==> config.mk <==
export PLATFORM = sky130hd
export DESIGN_NAME = ps2_keyboard_rx
export DESIGN_NICKNAME = d
export VERILOG_FILES = /design/src/rtl/ps2_pkg.sv /design/src/rtl/ps2_frame_rx.sv /design/src/rtl/ps2_keyboard_rx.sv
export SDC_FILE = /design/constraint.sdc
export NUM_CORES = 1
export LEC_CHECK = 0
export CAP_MARGIN = 10
export CORE_ASPECT_RATIO = 1.1
export CORE_MARGIN = 4
export CORE_UTILIZATION = 45
export CTS_BUF_LIST = sky130_fd_sc_hd__clkbuf_8
export DETAILED_ROUTE_END_ITERATION = 6
export DONT_BUFFER_PORTS = 1
export PLACE_DENSITY = 0.57
export SETUP_SLACK_MARGIN = 0.02
export SYNTH_ARGS = -nofsm -noshare
export SYNTH_HDL_FRONTEND = slang
export SYNTH_HIERARCHICAL = 1
export SYNTH_SLANG_ARGS = --single-unit
==> constraint.sdc <==
create_clock -name clk -period 6.8 [get_ports clk]
set_clock_uncertainty 0.05 [all_clocks]
set_input_delay 1.36 -clock clk [delete_from_list [all_inputs] [get_ports clk]]
set_output_delay 1.36 -clock clk [all_outputs]
set_load 0.1 [all_outputs]
==> src/rtl/ps2_pkg.sv <==
// Shared PS/2 keyboard constants and the Set-2 scan-code to ASCII translation.
package ps2_pkg;

    localparam logic [7:0] PS2_BREAK      = 8'hF0;
    localparam logic [7:0] PS2_EXT        = 8'hE0;
    localparam int         PS2_FRAME_BITS = 11;

    function automatic logic [7:0] scan2ascii(input logic [7:0] code);
        logic [7:0] ascii;
        // NOTE: assigning a default before the case keeps every caller latch-free.
        ascii = 8'h00;
        case (code)
            8'h1C: ascii = "a";
            8'h32: ascii = "b";
            8'h21: ascii = "c";
            8'h23: ascii = "d";
            8'h24: ascii = "e";
            8'h2B: ascii = "f";
            8'h34: ascii = "g";
            8'h33: ascii = "h";
            8'h43: ascii = "i";
            8'h3B: ascii = "j";
            8'h42: ascii = "k";
            8'h4B: ascii = "l";
            8'h3A: ascii = "m";
            8'h31: ascii = "n";
            8'h44: ascii = "o";
            8'h4D: ascii = "p";
            8'h15: ascii = "q";
            8'h2D: ascii = "r";
            8'h1B: ascii = "s";
            8'h2C: ascii = "t";
            8'h3C: ascii = "u";
            8'h2A: ascii = "v";
            8'h1D: ascii = "w";
            8'h22: ascii = "x";
            8'h35: ascii = "y";
            8'h1A: ascii = "z";
            8'h45: ascii = "0";
            8'h16: ascii = "1";
            8'h1E: ascii = "2";
            8'h26: ascii = "3";
            8'h25: ascii = "4";
            8'h2E: ascii = "5";
            8'h36: ascii = "6";
            8'h3D: ascii = "7";
            8'h3E: ascii = "8";
            8'h46: ascii = "9";
            8'h29: ascii = 8'h20;
            8'h5A: ascii = 8'h0D;
            8'h66: ascii = 8'h08;
            default: ascii = 8'h00;
        endcase
        return ascii;
    endfunction

endpackage

==> src/rtl/ps2_frame_rx.sv <==
// PS/2 frame deserialiser: synchroniser, falling-edge detect, 11-bit framing and odd-parity check.
// Define PS2_TIMEOUT_EN to add a watchdog that abandons stalled partial frames.
module ps2_frame_rx
    import ps2_pkg::*;
#(
    parameter int SYNC_STAGES = 3
`ifdef PS2_TIMEOUT_EN
    , parameter int TIMEOUT_CYCLES = 50000
`endif
) (
    input  logic       clk,
    input  logic       rst,
    input  logic       ps2_clk_i,
    input  logic       ps2_data_i,
    output logic [7:0] byte_o,
    output logic       byte_valid_o,
    output logic       timeout_o
);

    localparam int                CNT_W    = $clog2(PS2_FRAME_BITS);
    localparam logic [CNT_W-1:0] LAST_BIT = CNT_W'(PS2_FRAME_BITS - 1);

    logic [SYNC_STAGES-1:0] clk_sync_q;
    logic [SYNC_STAGES-1:0] data_sync_q;
    logic                   clk_prev_q;
    logic [CNT_W-1:0]       bit_cnt_q, bit_cnt_d;
    logic [9:0]             shift_q, shift_d;
    logic                   byte_valid_q, byte_valid_d;
    logic                   fall;
    logic                   data_bit;
    logic                   timeout;

    // Sync flops reset low so a line held low across reset cannot fake an edge.
    assign fall     = clk_prev_q & ~clk_sync_q[SYNC_STAGES-1];
    assign data_bit = data_sync_q[SYNC_STAGES-1];

    always_comb begin
        bit_cnt_d    = bit_cnt_q;
        shift_d      = shift_q;
        byte_valid_d = 1'b0;
        if (fall) begin
            if (bit_cnt_q == LAST_BIT) begin
                bit_cnt_d = '0;
                // shift_q holds start, d0..d7, parity; data_bit is the stop bit.
                if (!shift_q[0] && data_bit && (^shift_q[9:1])) begin
                    byte_valid_d = 1'b1;
                end
            end else begin
                bit_cnt_d = bit_cnt_q + 1'b1;
                shift_d   = {data_bit, shift_q[9:1]};
            end
        end
        if (timeout) begin
            bit_cnt_d = '0;
            shift_d   = '0;
        end
    end

    always_ff @(posedge clk or posedge rst) begin
        if (rst) begin
            clk_sync_q   <= '0;
            data_sync_q  <= '0;
            clk_prev_q   <= 1'b0;
            bit_cnt_q    <= '0;
            shift_q      <= '0;
            byte_valid_q <= 1'b0;
        end else begin
            // NOTE: non-blocking updates let the chain shift one stage per clk.
            clk_sync_q   <= {clk_sync_q[SYNC_STAGES-2:0], ps2_clk_i};
            data_sync_q  <= {data_sync_q[SYNC_STAGES-2:0], ps2_data_i};
            clk_prev_q   <= clk_sync_q[SYNC_STAGES-1];
            bit_cnt_q    <= bit_cnt_d;
            shift_q      <= shift_d;
            byte_valid_q <= byte_valid_d;
        end
    end

`ifdef PS2_TIMEOUT_EN
    localparam int TIMER_W = $clog2(TIMEOUT_CYCLES + 1);

    logic [TIMER_W-1:0] timer_q, timer_d;

    always_comb begin
        timer_d = timer_q;
        timeout = 1'b0;
        if (fall || (bit_cnt_q == '0)) begin
            timer_d = '0;
        end else if (timer_q == TIMER_W'(TIMEOUT_CYCLES - 1)) begin
            timer_d = '0;
            timeout = 1'b1;
        end else begin
            timer_d = timer_q + 1'b1;
        end
    end

    always_ff @(posedge clk or posedge rst) begin
        if (rst) begin
            timer_q <= '0;
        end else begin
            timer_q <= timer_d;
        end
    end
`else
    assign timeout = 1'b0;
`endif

    // The shifter only moves on the next edge, so the byte stays stable under byte_valid.
    assign byte_o       = shift_q[8:1];
    assign byte_valid_o = byte_valid_q;
    assign timeout_o    = timeout;

endmodule

==> src/rtl/ps2_keyboard_rx.sv <==
// PS/2 keyboard receiver top: make/break decoder on top of ps2_frame_rx.
// Define PS2_TIMEOUT_EN to enable the partial-frame watchdog.
module ps2_keyboard_rx
    import ps2_pkg::*;
#(
    parameter int SYNC_STAGES = 3
`ifdef PS2_TIMEOUT_EN
    , parameter int TIMEOUT_CYCLES = 50000
`endif
) (
    input  logic       clk,
    input  logic       rst,
    input  logic       ps2_clk,
    input  logic       ps2_data,
    output logic [7:0] ps2_scanout,
    output logic [7:0] ps2_out,
    output logic       putdown
);

    logic [7:0] rx_byte;
    logic       byte_valid;
    logic       timeout;

    logic [7:0] scan_q, scan_d;
    logic [7:0] ascii_q, ascii_d;
    logic       held_q, held_d;
    logic       break_pending_q, break_pending_d;

    ps2_frame_rx #(
        .SYNC_STAGES    (SYNC_STAGES)
`ifdef PS2_TIMEOUT_EN
        , .TIMEOUT_CYCLES (TIMEOUT_CYCLES)
`endif
    ) u_frame_rx (
        .clk          (clk),
        .rst          (rst),
        .ps2_clk_i    (ps2_clk),
        .ps2_data_i   (ps2_data),
        .byte_o       (rx_byte),
        .byte_valid_o (byte_valid),
        .timeout_o    (timeout)
    );

    // Extended prefix E0 falls through untouched; the code after it decodes normally.
    always_comb begin
        scan_d          = scan_q;
        ascii_d         = ascii_q;
        held_d          = held_q;
        break_pending_d = break_pending_q;
        if (byte_valid) begin
            if (rx_byte == PS2_BREAK) begin
                break_pending_d = 1'b1;
            end else if (rx_byte != PS2_EXT) begin
                if (break_pending_q) begin
                    break_pending_d = 1'b0;
                    if (rx_byte == scan_q) begin
                        held_d = 1'b0;
                    end
                end else begin
                    scan_d  = rx_byte;
                    ascii_d = scan2ascii(rx_byte);
                    held_d  = 1'b1;
                end
            end
        end
        if (timeout) begin
            break_pending_d = 1'b0;
        end
    end

    always_ff @(posedge clk or posedge rst) begin
        if (rst) begin
            scan_q          <= 8'h00;
            ascii_q         <= 8'h00;
            held_q          <= 1'b0;
            break_pending_q <= 1'b0;
        end else begin
            scan_q          <= scan_d;
            ascii_q         <= ascii_d;
            held_q          <= held_d;
            break_pending_q <= break_pending_d;
        end
    end

    assign ps2_scanout = scan_q;
    assign ps2_out     = ascii_q;
    assign putdown     = held_q;

endmodule

Yosys cells after proc, flatten, opt, wreduce, memory -nomap -nowiden
Memories as Yosys holds them, arrays and structs flattened. Cells that the tools add are included.

Register bits after elaboration: 40. ROM bits: 896. Bits of input ports: 4. Output and inout port bits: 17. Logic and storage cells: 40. Memories kept: 1.

$add $sub $neg: 1. Eq/ne operators: 5. Muxes and demuxes: 9. Bitwise logic cells: 5. Reduce and logical (&&, ||, !) cells: 9.

Memories: (name not given) (depth 128, width 7, rd ports 1, clocked after memory_dff 0, wr ports 0, line ps2_pkg.sv:12) `case (code)`.

Operators by type and width (count): 9-bit parity (1); 8-bit == test (1); 8-bit == test (second input constant) (1); 8-bit 2-to-1 mux (1); 8-bit != test (second input constant) (1); 4-bit AND reduction (2); 1-bit 2-to-1 mux (7); 4-bit by 1-bit adder with 4-bit output (second input constant) (1); 4-bit == test (second input constant) (1); 4-bit 2-to-1 mux (1); 1-bit NOT (4); 2-bit AND reduction (2); 1-bit logical AND (2); 2-bit by 1-bit != test with 1-bit output (second input constant) (1); 2-bit nonzero test (1); 1-bit AND (1); 1-bit zero test (1).

Logic depth before layout (Yosys ltp)
Depth after elaboration: 6. Mapped depth: 10. Gate-level depth less buffers: 7.

By module
The synthesis kept the hierarchy.

Modules (own cells, without submodules): ps2_keyboard_rx (times used 1, cells an instance 192, area an instance 1546.5 µm², seq. area each 425.4 µm²); ps2_frame_rx (times used 1, cells an instance 71, area an instance 996.0 µm², seq. area each 550.5 µm²).

Least setup slack after synthesis
No wires, ideal clock.

Path type: reg2out. Start point: reg scan_q[0], in the netlist ps2_scanout[0]. End point: out ps2_scanout[0]. Data arrival time: 0.925 ns. Required time: 5.390 ns. Path slack: 4.465 ns. Stages on the path, launching flop included: 1. Buffers on the path: 0. Path through: dfrtp_1.

RTL lines: from (decl) (line ps2_keyboard_rx.sv:24) `logic [7:0] scan_q, scan_d;`; from (signal assigned) (line ps2_keyboard_rx.sv:78) `scan_q <= scan_d;`; to (decl) (line ps2_keyboard_rx.sv:15) `output logic [7:0] ps2_scanout,`.

No word-level cell between the ends.

Worst setup path after layout
Start point: reg u_frame_rx.shift_q[2]. End point: reg ascii_q[0], in the netlist ps2_out[0].

Word-level cells in the longest chain between the ends: 3.

RTL lines: from (decl) (line ps2_frame_rx.sv:27) `logic [9:0] shift_q, shift_d;`; from (signal assigned) (line ps2_frame_rx.sv:73) `shift_q <= shift_d;`; parallel branches: the longest is 3 deep, another holds memory 128 x 7 bit; to (signal assigned) (line ps2_keyboard_rx.sv:79) `ascii_q <= ascii_d;`; to (decl) (line ps2_keyboard_rx.sv:25) `logic [7:0] ascii_q, ascii_d;`.

Several ways; the timed one is not identified. A chain may end at the register's enable or synchronous reset.

==> reports/results.ini <==
[timing]
final.period_utilization = 0.400
setup_viol = 0
worst_pin_slew_ps = 963
max_freq_ghz = 0.367
setup_tns_ps = 0
relSlewSlack = 0.358
finalHoldViolations = 0
rsz0062_at_grt = no
maxSlewViolCount = 0
setup_ws_ps = 4080
fin_crit_ps = 2720

[setup_path]
cp_max_fo = 22
cp.required_ps = 6930
reg2reg_depth = 7
critPathSlowestCell = dfrtp_1
max_stage_delay_ps = 640
worstSetupEndpointType = flop
setup.worst_path.start = u_frame_rx/shift_q[2]
cp_data_arrival_time_ps = 2850
rr_endpoint = ps2_out[0]
r2r-start = u_frame_rx/shift_q[2]
critPathKind = reg -> reg
r2r_slack_ps = 4080
start_kind = flop
cp_cell_sequence = inv_1, ha_1, nor2b_1, nand4_1, nand2_1, a32o_1, a31o_2

[placed_design]
portBuffers = 0
place_congestion = 0.902
place_hpwl_um = 3990
post-place-ws_ps = 4120

[yosys]
ys_seq_area_frac = 0.384
synthFlopType = dfrtp_1
synth_area_leader_cell = dfrtp_1
yosysUniqueCellTypes = 56
syn-num-nets = 274
avgSynthCellArea_um2 = 9.67
synth-edff-count = 0
netlist_area_um2 = 2540
synth_seq_cells = 39
synth.top_cell.area_share = 0.384
synth.area.top_cells = dfrtp_1 (38%), mux2_4 (5.9%), nand2_1 (4.6%), o21ai_0 (4.1%), buf_4 (3.5%)
ys_warn_count = 6
ys_async_sr_fraction = 1.00
synthCells = 263

[routing]
postRouteAntennaNets = 0
viasPerCell = 5.87
wirelength_um = 5610
routedWlPerCell_um = 17.4
via_count = 1895
drt_iter0_drc = 291
firstDrtPassIters = 5
drc_errors = 0

[run]
max-cap-violations = 0

[final_layout]
layout_commonest_cell = dfrtp_1
area.growth.synth_to_final_pct = 0.984
diodes = 0
layout-drive-gt1-share = 0.125
final_core_util = 0.473
finalNetCount = 258
final_cell_mix = dfrtp_1 (39), nand2_1 (31), o21ai_0 (21)

[cts]
cts_setup_buffers = 0
clk_pin_slew_worst_paths_ps = 80
clkLatencyLatePin_ps = 290
clockBufferDepth = 2
tritoncts = yes
root_buffer = clkbuf_8
cts_buffers = 5
cts_hold_buf = 0
cts.sinks = 39
htreeDepth = 2
post_cts_resized = 0

[status]
status = complete, no violations

[min_path]
min_to = u_frame_rx/data_sync_q[2]
hold_depth = 0
hp-class = reg -> reg
min-delay-start = u_frame_rx/data_sync_q[1]

[die]
fp.dieW_um = 79.7
initial_core_util = 0.468
row_count = 28
pin_count = 21
die_area_um2 = 6920
fp.dieH_um = 86.8
fp.coreArea_um2 = 5430

[power]
p_leak_nw = 1.10
p_per_area_nw_per_um2 = 541
peakVddDrop_mv = 0.221

[global_route]
grt_pass1_vias = 1770
grtUsageTotal = 0.174
grt_overflow_total = 0
antenna_found_initial = 0
grt_first_pass_wirelength_um = 9360
grt_max_degree = 36

[Yosys cell counts, types with 2 or more instances]
cell type	count
nor2b_4	3
mux2_4	10
a32o_1	2
xor2_1	6
nand4_1	4
nor3b_1	3
o2111ai_1	4
nand3_1	7
a311oi_1	3
nor4_1	3
nand3b_1	3
inv_1	7
nor3_1	4
o311ai_0	2
nor2_1	7
buf_6	5
dfrtp_1	39
conb_1	2
xnor2_1	9
nand2b_1	3
and2b_1	2
buf_2	9
a31oi_1	2
nand2_1	31
a21oi_1	13
o31ai_1	4
buf_4	12
o21ai_0	21
o311ai_1	2
a211oi_1	2
nor2b_1	5
ha_1	7
mux2i_1	4
[area by class of cell]
class	instances	area, µm²
fillers	522	2860
flip-flops and latches	39	976
inverters	8	30.0
well taps	75	93.8
clock buffers	6	82.6
multi-input cells	189	1340
repair buffers	4	30.0
clock inverters	2	13.8
[kinds of logic after synthesis]
logic type,share of synthesized area
AOI/OAI and AO/OA,0.170
xor gates and xnor gates,0.0605
adders and majority gates,0.0344
buffers and inverters,0.0886
DFF,0.384
muxes,0.0837
other,0.00295
and+or+nand+nor,0.176
[routing by layer]
metal | global-route usage | vias to the layer above | wire, µm
li1 | - | 898 | -
met1 | 0.232 | 916 | 2440
met2 | 0.290 | 67 | 2760
met3 | 0.0364 | 14 | 284
met4 | 0.0422 | 0 | 125
met5 | 0 | - | 0
[how the worst max path moves through the flow]
stage / slack (ps) / to / cells after the start
floorplan: 4460 / ps2_scanout[0] / 0
global placement: 4230 / ps2_out[0] / 7
detailed placement: 4120 / ps2_out[0] / 7
CTS: 4100 / ps2_scanout[4] / 0
global route: 3870 / ps2_out[0] / 7
finish: 4080 / ps2_out[0] / 7
[worst max-delay path: cells and delay by family, from the launching register on]
family | cells | cell delay (ps)
DFF | 1 | 640
AOI/OAI and AO/OA | 2 | 590
buffers and inverters | 1 | 230
adders and majority gates | 1 | 300
and+or+nand+nor | 3 | 800
[state kept, by name, summed over array words and instances, names as in the netlist]
register,flops
u_frame_rx/shift_q,10
u_frame_rx/clk_sync_q,3
break_pending_q,1
u_frame_rx/byte_valid_o,1
u_frame_rx/bit_cnt_q,4
u_frame_rx/data_sync_q,3
u_frame_rx/clk_prev_q,1
ps2_out,7
putdown,1
ps2_scanout,8
[stage by stage]
| step | hold WS [ps] | std cells | power, W | area (µm²) |
|---|---|---|---|---|
| after global placement | 284 | 315 | 0.00122 | 2470 |
| after CTS | 303 | 323 | 0.00139 | 2570 |
| after floorplan | 281 | 263 | 0.00114 | 2540 |
| after global routing | 313 | 323 | 0.00148 | 2570 |
| final | 301 | 323 | 0.00139 | 2570 |
| after detailed placement | 285 | 315 | 0.00122 | 2470 |
[report_power, final]
group	total [W]	switching, W	leakage (nW)	internal [W]
Combinational	0.000665	0.000378	0.556	0.000288
Clock	0.000166	0.0000835	0.0516	0.0000829
Sequential	0.000557	0.000266	0.497	0.000291
Total	0.00139	0.000727	1.10	0.000662
Power figures use the tool's default switching activity.
